$ cat src/rtl/npu_cmp_pkg.sv
// Shared constants, state encoding and width helper for the popcount accumulator.
// A lane code {cout,carry,sum} weighs 4/2/1 and may legally encode only 0..4.
package npu_cmp_pkg;

  localparam int CODE_MAX = 4;
  localparam int CODE_W   = 3;

  typedef enum logic [1:0] {
    ACCUM = 2'd0,
    FLUSH = 2'd1,
    HOLD  = 2'd2
  } state_e;

  function automatic int partial_w(input int lanes);
    return $clog2(CODE_MAX * lanes + 1);
  endfunction

endpackage

$ cat src/rtl/compressor_accumulator_if.sv
// Compressor-triple input beats plus the frame-result handshake to the activation stage.
// master = producer/consumer environment, slave = the accumulator.
interface compressor_accumulator_if #(
  parameter int LANES = 4,
  parameter int ACC_W = 16
);
  logic             in_valid;
  logic             in_ready;
  logic             in_last;
  logic [LANES-1:0] in_cout;
  logic [LANES-1:0] in_carry;
  logic [LANES-1:0] in_sum;
  logic             out_valid;
  logic             out_ready;
  logic [ACC_W-1:0] out_total;
  logic             out_err;
  logic             out_sat;

  modport master (
    output in_valid, in_last, in_cout, in_carry, in_sum, out_ready,
    input  in_ready, out_valid, out_total, out_err, out_sat
  );

  modport slave (
    input  in_valid, in_last, in_cout, in_carry, in_sum, out_ready,
    output in_ready, out_valid, out_total, out_err, out_sat
  );
endinterface

$ cat src/rtl/cmp_code_decode.sv
// One-lane combinational decode of a compressor triple; codes 5..7 are illegal and count as 0.
// Zero latency, no flow control.
module cmp_code_decode
  import npu_cmp_pkg::*;
(
  input  logic              cout_i,
  input  logic              carry_i,
  input  logic              sum_i,
  output logic [CODE_W-1:0] value_o,
  output logic              illegal_o
);

  assign illegal_o = cout_i & (carry_i | sum_i);
  assign value_o   = illegal_o ? '0 : {cout_i, carry_i, sum_i};

endmodule

$ cat src/rtl/compressor_accumulator.sv
// Per-frame saturating popcount accumulator; result valid the cycle after the edge following the last accept.
// Input is stalled (in_ready=0) from the last beat until the result handshake completes.
module compressor_accumulator
  import npu_cmp_pkg::*;
#(
  parameter int LANES = 4,
  parameter int ACC_W = 16
) (
  input logic                    clk,
  input logic                    rst,
  compressor_accumulator_if.slave bus
);

  localparam int PW = partial_w(LANES);
  localparam logic [ACC_W-1:0] ACC_MAX = '1;

  logic [CODE_W-1:0] lane_val [LANES];
  logic [LANES-1:0]  lane_err;
  logic [PW-1:0]     partial_d;

  state_e            state_q, state_d;
  logic              s1_valid_q, s1_err_q, s1_last_q;
  logic [PW-1:0]     s1_partial_q;
  logic [ACC_W-1:0]  acc_q, acc_d;
  logic              err_q, err_d, sat_q, sat_d;
  logic [ACC_W:0]    acc_sum;
  logic              accept;

  for (genvar g = 0; g < LANES; g++) begin : g_lane
    cmp_code_decode u_dec (
      .cout_i   (bus.in_cout[g]),
      .carry_i  (bus.in_carry[g]),
      .sum_i    (bus.in_sum[g]),
      .value_o  (lane_val[g]),
      .illegal_o(lane_err[g])
    );
  end

  always_comb begin
    partial_d = '0;
    for (int l = 0; l < LANES; l++) begin
      partial_d = partial_d + PW'(lane_val[l]);
    end
  end

  assign accept  = bus.in_valid && bus.in_ready;
  // One spare MSB catches the carry out that signals saturation.
  assign acc_sum = {1'b0, acc_q} + (ACC_W+1)'(s1_partial_q);

  always_comb begin
    state_d = state_q;
    acc_d   = acc_q;
    err_d   = err_q;
    sat_d   = sat_q;
    if (s1_valid_q) begin
      acc_d = acc_sum[ACC_W] ? ACC_MAX : acc_sum[ACC_W-1:0];
      sat_d = sat_q | acc_sum[ACC_W];
      err_d = err_q | s1_err_q;
    end
    case (state_q)
      ACCUM: if (accept && bus.in_last) state_d = FLUSH;
      FLUSH: if (s1_valid_q && s1_last_q) state_d = HOLD;
      HOLD: begin
        if (bus.out_ready) begin
          state_d = ACCUM;
          acc_d   = '0;
          err_d   = 1'b0;
          sat_d   = 1'b0;
        end
      end
      default: state_d = ACCUM;
    endcase
  end

  always_ff @(posedge clk or posedge rst) begin
    if (rst) begin
      state_q      <= ACCUM;
      s1_valid_q   <= 1'b0;
      s1_partial_q <= '0;
      s1_err_q     <= 1'b0;
      s1_last_q    <= 1'b0;
      acc_q        <= '0;
      err_q        <= 1'b0;
      sat_q        <= 1'b0;
    end else begin
      state_q    <= state_d;
      s1_valid_q <= accept;
      if (accept) begin
        s1_partial_q <= partial_d;
        s1_err_q     <= |lane_err;
        s1_last_q    <= bus.in_last;
      end
      acc_q <= acc_d;
      err_q <= err_d;
      sat_q <= sat_d;
    end
  end

  assign bus.in_ready  = (state_q == ACCUM);
  assign bus.out_valid = (state_q == HOLD);
  assign bus.out_total = bus.out_valid ? acc_q : '0;
  assign bus.out_err   = bus.out_valid & err_q;
  assign bus.out_sat   = bus.out_valid & sat_q;

endmodule

$ cat src/flat_wrapper.sv
// flat-port wrapper written by rule: the top's interface ports become plain ports
module compressor_accumulator_flat import npu_cmp_pkg::*;
#(
  parameter int LANES = 4,
  parameter int ACC_W = 16
)
  (clk, rst, bus_in_valid, bus_in_last, bus_in_cout, bus_in_carry, bus_in_sum, bus_out_ready, bus_in_ready, bus_out_valid, bus_out_total, bus_out_err, bus_out_sat);
  compressor_accumulator_if #(.LANES(LANES), .ACC_W(ACC_W)) bus_i ();
  input logic clk;
  input logic rst;
  input wire logic [$bits(bus_i.in_valid)-1:0] bus_in_valid;
  input wire logic [$bits(bus_i.in_last)-1:0] bus_in_last;
  input wire logic [$bits(bus_i.in_cout)-1:0] bus_in_cout;
  input wire logic [$bits(bus_i.in_carry)-1:0] bus_in_carry;
  input wire logic [$bits(bus_i.in_sum)-1:0] bus_in_sum;
  input wire logic [$bits(bus_i.out_ready)-1:0] bus_out_ready;
  output wire logic [$bits(bus_i.in_ready)-1:0] bus_in_ready;
  output wire logic [$bits(bus_i.out_valid)-1:0] bus_out_valid;
  output wire logic [$bits(bus_i.out_total)-1:0] bus_out_total;
  output wire logic [$bits(bus_i.out_err)-1:0] bus_out_err;
  output wire logic [$bits(bus_i.out_sat)-1:0] bus_out_sat;
  assign bus_i.in_valid = bus_in_valid;
  assign bus_i.in_last = bus_in_last;
  assign bus_i.in_cout = bus_in_cout;
  assign bus_i.in_carry = bus_in_carry;
  assign bus_i.in_sum = bus_in_sum;
  assign bus_i.out_ready = bus_out_ready;
  assign bus_in_ready = bus_i.in_ready;
  assign bus_out_valid = bus_i.out_valid;
  assign bus_out_total = bus_i.out_total;
  assign bus_out_err = bus_i.out_err;
  assign bus_out_sat = bus_i.out_sat;
  compressor_accumulator #(.LANES(LANES), .ACC_W(ACC_W)) u_core (.clk(clk), .rst(rst), .bus(bus_i));
endmodule
$ cat config.mk
export PLATFORM = sky130hd
export DESIGN_NAME = compressor_accumulator_flat
export DESIGN_NICKNAME = d
export VERILOG_FILES = /design/src/rtl/npu_cmp_pkg.sv /design/src/rtl/compressor_accumulator_if.sv /design/src/rtl/cmp_code_decode.sv /design/src/rtl/compressor_accumulator.sv /design/src/flat_wrapper.sv
export SDC_FILE = /design/constraint.sdc
export NUM_CORES = 1
export LEC_CHECK = 0
export CAP_MARGIN = 10
export CORE_MARGIN = 2
export CORE_UTILIZATION = 50
export DETAILED_ROUTE_END_ITERATION = 8
export GPL_TIMING_DRIVEN = 0
export PLACE_DENSITY = 0.77
export SLEW_MARGIN = 20
export SYNTH_ARGS = -nofsm -noshare
export SYNTH_HDL_FRONTEND = slang
export SYNTH_SLANG_ARGS = --single-unit
export TNS_END_PERCENT = 1
$ cat constraint.sdc
create_clock -name clk -period 2.3 [get_ports clk]
set_input_delay 0.575 -clock clk [delete_from_list [all_inputs] [get_ports clk]]
set_output_delay 0.575 -clock clk [all_outputs]
set_load 0.005 [all_outputs]
After elaboration in Yosys (flattened, before gate mapping)
Cells that the tools add are included.
Word-level totals
  register bits: 28
  logic and storage cells: 54
Operators by class
  multiplexer cells: 19
  $add $sub $neg: 4
  bitwise logic cells: 12
  equality and inequality tests: 5
  reductions and logical operators: 6
Operators with widths (number)
  16-bit two-way mux: 5
  16-bit by 5-bit adder with 17-bit output: 1
  3-bit two-way mux: 4
  5-bit by 3-bit adder with 5-bit output: 2
  1-bit bitwise AND: 6
  1-bit two-way mux: 6
  2-bit two-way mux: 3
  1-bit bitwise OR: 6
  2-bit one-hot mux with 3 select lines: 1
  3-bit by 3-bit adder with 4-bit output: 1
  2-bit inequality test (second input constant): 2
  4-bit OR reduction: 1
  1-bit logical AND: 3
  3-bit AND reduction: 1
  2-bit by 1-bit equality test with 1-bit output (second input constant): 1
  2-bit equality test (second input constant): 1
  2-bit logical NOT: 1
  2-bit by 1-bit inequality test with 1-bit output (second input constant): 1

Depth between registers and ports, before layout
Gate-level depths: netlist (run 1).
  depth in word-level cells: 6
  depth in mapped cells: 10

Modules after synthesis
A second synthesis (run 1) with hierarchy kept.
Unflattened totals
  cell total of the unflattened synthesis: 203
  area total of the unflattened synthesis: 1945.6 um^2
Modules (own cells, without submodules)
  compressor_accumulator: seq. area each 700.7 um^2, cells an instance 187, times used 1, area an instance 1795.5 um^2
  cmp_code_decode: seq. area each 0.0 um^2, cells an instance 4, times used 4, area an instance 37.5 um^2

Worst setup path before layout (run 1)
Ideal clock, no wire load.
  path type: input to register
  start: input bus_in_sum[1]
  end: register u_core.s1_partial_q[3]
  required time: 2.217 ns
  arrival time: 2.736 ns
  slack: -0.519 ns
  stages: 9
  setup time: 0.083 ns
  path buffers: 0
  path through: nor2b_1 ha_1 fa_1 fa_1 ha_1 inv_1 fa_1 xor2_1 o21ai_0
Between the ends
  word-level cells in the longest chain between the ends: 6
Ends and longest elaborated chain
  from (decl): RTL line flat_wrapper.sv:15  | input wire logic [$bits(bus_i.in_sum)-1:0] bus_in_sum;
  1-bit bitwise OR: RTL line cmp_code_decode.sv:13  | assign illegal_o = cout_i & (carry_i | sum_i);
  1-bit bitwise AND: RTL line cmp_code_decode.sv:13
  3-bit two-way mux (*): RTL line cmp_code_decode.sv:14  | assign value_o = illegal_o ? '0 : {cout_i, carry_i, sum_i};
  3-bit by 3-bit adder with 4-bit output (*): RTL line compressor_accumulator.sv:42  | partial_d = partial_d + PW'(lane_val[l]);
  5-bit by 3-bit adder with 5-bit output (*) (2 in a row): RTL line compressor_accumulator.sv:42
  to (signal assigned): RTL line compressor_accumulator.sv:89  | s1_partial_q <= partial_d;
  to (decl): RTL line compressor_accumulator.sv:23  | logic [PW-1:0] s1_partial_q;
Every way passes the cells marked *; elsewhere a longest branch is shown, timed or not.
A chain may end at the register's enable or synchronous reset.

Final worst setup path (run 1)
  start: input bus_in_cout[0]
  end: register u_core.s1_partial_q[2]
Between the ends
  word-level cells in the longest chain between the ends: 5
Ends and longest elaborated chain
  from (decl): RTL line flat_wrapper.sv:13  | input wire logic [$bits(bus_i.in_cout)-1:0] bus_in_cout;
  1-bit bitwise AND: RTL line cmp_code_decode.sv:13
  3-bit two-way mux (*): RTL line cmp_code_decode.sv:14
  3-bit by 3-bit adder with 4-bit output (*): RTL line compressor_accumulator.sv:42
  5-bit by 3-bit adder with 5-bit output (*) (2 in a row): RTL line compressor_accumulator.sv:42
Marks and branches as above.

==> reports/metrics.yaml, run 1 <==
violations: "setup timing"
fin_skew_ns: 0.000693
maxClockFrequency_mhz: 398
report.power.total_mw: 2.56
cp_buf_inv_count: 2
mappedNetlistNets: 240
number_of_cts_inserted_buffers: 3
die-height_um: 65.9
status: "finished with violations"
setup_violations: 3
worst-path-max-fanout: 4
drive_gt1_frac: 0.169
synth.mux.area_fraction: 0.0177
p_int_mw: 1.53
ys_types: 36
worst-endpoint-required_ns: 2.45
timing_hold_violations_final: 0
syn-instance-count: 206
critical-path-top-delay-family: "adder cells"
worst_path_cell_chain: "buf_6, nor2b_4, ha_4, fa_2, fa_1, ha_2, inv_2, fa_2, o21ai_1"
synth-seq-area-share: 0.366
switching_power_mw: 1.03
drt-wirelength-per-cell_um: 14.2
timing.hold.worst.class: "reg2reg"
power-per-cell-area_nw_per_um2: 1020
yosys.area_share.adder: 0.135
final_period_minus_worst_setup_slack_ns: 2.51
most_common_cell_after_layout_fill_and_taps_aside: "sky130_fd_sc_hd__dfrtp_1"
max_cap_viol_count: 0
slew_violations: 0
mostFrequentLayoutCells: "sky130_fd_sc_hd__dfrtp_1 (27), sky130_fd_sc_hd__and2_1 (18), sky130_fd_sc_hd__clkdlybuf4s50_1 (18)"
grt_usage: 0.217
power.clock.fraction: 0.149
max_stage_delay_ns: 0.50
worst_path_most_repeated_cell: "sky130_fd_sc_hd__fa_2"
cts_num_sinks: 28
synthesis.area_sq_um: 1910
arrival_ns: 2.67
cts_max_level: 1
clk_latency_ns: 0.27
power_frac_comb: 0.479
dieArea_sq_um: 4340
coreArea_sq_um: 3660
final_min_period_over_clock_period: 1.09
clkTransAtPathRegs_ns: 0.09
drtAntennaViolNets: 0
postSynthAreaPerCell_sq_um: 9.29
worst_setup_path_end_kind: "flop"
drt_first_pass_iters: 4
final_net_count: 284
antenna_found_initial: 0
area_growth_pct: 31.8
yosys-top-cells-area: "sky130_fd_sc_hd__dfrtp_1 (37%), sky130_fd_sc_hd__ha_1 (7.2%), sky130_fd_sc_hd__fa_1 (6.3%)"
grt.overflow.total: 0
slew_headroom: 0.629
synth_area_leader_cell: "sky130_fd_sc_hd__dfrtp_1"
yosysTopAreaCellShare: 0.366
worstMarginPinSlew_ns: 0.556
power.leakage_nw: 1.16
sw_ratio: 0.401
dr.first_iter.drc_count: 140
post_synth_and_or_nand_nor_area_fraction: 0.215
multi_input_comb_area_sq_um: 1210
finalSetupTns_ns: -0.589
route.detailed.drc: 0
ys_seq_elements: 28
ys_warn_count: 0
initial_utilization: 0.523
cts-hold-fix-buffers: 0
number_of_top_level_pins: 37
grt_setup_unrepaired: "true"
pin_count_of_the_biggest_net_entering_global_routing: 29
cts-root-to-sink-buffers: 2
crit_path_top_delay_cell: "sky130_fd_sc_hd__fa_1"
hpwlAfterDp_mm: 3.16
register_area_sq_um: 702
finalWirelength_mm: 4.20
tritoncts: "done"
power.sequential.fraction: 0.372
diodes: 0
chipWidth_um: 65.9
port_buffers: 36
gpl.final_weighted_congestion: 0.949
synth_top_family_by_area: "simple AND/OR/NAND/NOR gates"
cp-start-kind: "input pin"
global_route_wire_length_before_repair_mm: 7.29
share_of_the_synthesized_area_in_compound_gates_ao_oa_aoi_oai: 0.198
total_vias_in_the_final_route: 1687
filler_cell_count: 300
final_critical_path_setup_slack_ns: -0.214
via_per_inst: 5.68
std_cell_rows: 22
cts_root_buf: "sky130_fd_sc_hd__clkbuf_8"
vdd_ir_drop_max_uv: 525
critical_path_class: "in2reg"
yosys.area_share.xor_xnor: 0.0229
first_global_vias: 1638
-- path summary, 6_finish.rpt --
kind / start / depth (start not counted) / to / slack [ns]
max in group asynchronous: rst / 2 / u_core.state_q[0] / 1.23
max reg2reg: u_core.acc_q[0] / 6 / u_core.acc_q[14] / 0.16
max: bus_in_cout[0] / 9 / u_core.s1_partial_q[2] / -0.21
min reg2reg: u_core.s1_partial_q[4] / 2 / u_core.s1_partial_q[4] / 0.49
min in group asynchronous: rst / 2 / u_core.sat_q / 0.67
min: u_core.s1_partial_q[4] / 2 / u_core.s1_partial_q[4] / 0.49
-- worst reg2reg max path, stage by stage, from the launching register on --
cell and delay [ns]:
sky130_fd_sc_hd__dfrtp_1 0.42, sky130_fd_sc_hd__ha_1 0.24, sky130_fd_sc_hd__fa_1 0.42, sky130_fd_sc_hd__a21oi_1 0.25, sky130_fd_sc_hd__o21ai_2 0.19, sky130_fd_sc_hd__and2_1 0.25
sky130_fd_sc_hd__a311oi_1 0.26
-- synth_stat cells (all sizes together) --
library cell  instances
and4                  3
o22ai                 1
a41oi                 4
o21ai                14
nand3                 6
nor4                  1
nand2                13
nand4                 3
nor2                 11
a211oi                9
a21o                  4
and3                  3
o21bai                2
ha                   11
xnor2                 4
inv                  13
or3                   1
a21oi                11
fa                    6
nor2b                11
o211ai                1
xor2                  1
buf                   3
dfrtp                28
a31oi                 9
clkbuf                5
mux2                  3
nor3b                 2
o211a                 1
a311oi                2
nor3                  2
and2                 18
-- flip-flops by register name, summed over array words and instances, names as in the netlist --
name and flops:
u_core.state_q 2, u_core.sat_q 1, u_core.s1_err_q 1, u_core.acc_q 16
u_core.s1_partial_q 5, u_core.err_q 1, u_core.s1_valid_q 1, u_core.s1_last_q 1
-- per-stage QoR --
stage	utilization	hold slack [ns]	cells	setup WS [ns]	area (sq um)
final	0.689	0.491	297	-0.214	2520
after global routing	0.689	0.500	297	-0.274	2520
after CTS	0.684	0.490	297	-0.252	2500
after detailed placement	0.642	0.467	290	-1.03	2350
after global placement	0.642	0.463	290	-0.994	2350
after floorplan	-	0.439	206	-0.401	1930
-- kinds of logic (layout without fill, tap and decap cells) --
| kind of cell | after synthesis | count (layout) |
|---|---|---|
| AO/OA/AOI/OAI | 58 | 58 |
| XOR/XNOR | 5 | 5 |
| adder cells (fa/ha/maj) | 17 | 17 |
| buffers and inverters | 21 | 64 |
| flip-flops | 28 | 28 |
| multiplexers | 3 | 3 |
| AND/OR/NAND/NOR | 74 | 74 |
-- cell type report --
cell class	count	area share
plain buffers	8	0.0238
repair buffers	39	0.147
flip-flops and latches	28	0.278
inverters	13	0.0194
clock inverters	1	0.0119
clock buffers	3	0.0164
multi-input cells	157	0.479
well taps	48	0.0238
-- timing repair --
action,4_1_cts,5_1_grt
setup buffers,3,0
pin swaps,7,5
endpoints found under the setup margin,23,14
gates resized for setup,58,8
-- metal layers --
metal  global-route usage  vias to the layer above  wire length, um
met5                    0                        -                0
met4               0.0807                        0               46
met3               0.0290                        4              126
met2                0.365                       49             2060
met1                0.286                      805             1970
li1                     -                      829                -
-- power by group through the flow --
stage                     sequential, mW  combinational [mW]  clock, mW
after global placement             0.938                1.14          0
after floorplan                    0.881               0.879          0
after CTS                          0.939                1.21      0.390
after global routing               0.985                1.38      0.418
after detailed placement           0.951                1.18          0
final                              0.952                1.23      0.382
Power figures use the tool's default switching activity.
==> inputs of run 2 (changes only) <==
--- a/config.mk
+++ b/config.mk
@@ -5,9 +5,11 @@
 export SDC_FILE = /design/constraint.sdc
 export NUM_CORES = 1
 export LEC_CHECK = 0
+export ABC_CLOCK_PERIOD_IN_PS = 2300
 export CAP_MARGIN = 10
 export CORE_MARGIN = 2
 export CORE_UTILIZATION = 50
+export CTS_CLUSTER_DIAMETER = 200
 export DETAILED_ROUTE_END_ITERATION = 8
 export GPL_TIMING_DRIVEN = 0
 export PLACE_DENSITY = 0.77
==> results of run 2 <==
No change in the layout: final DEF, timing and power equal those of run 1.
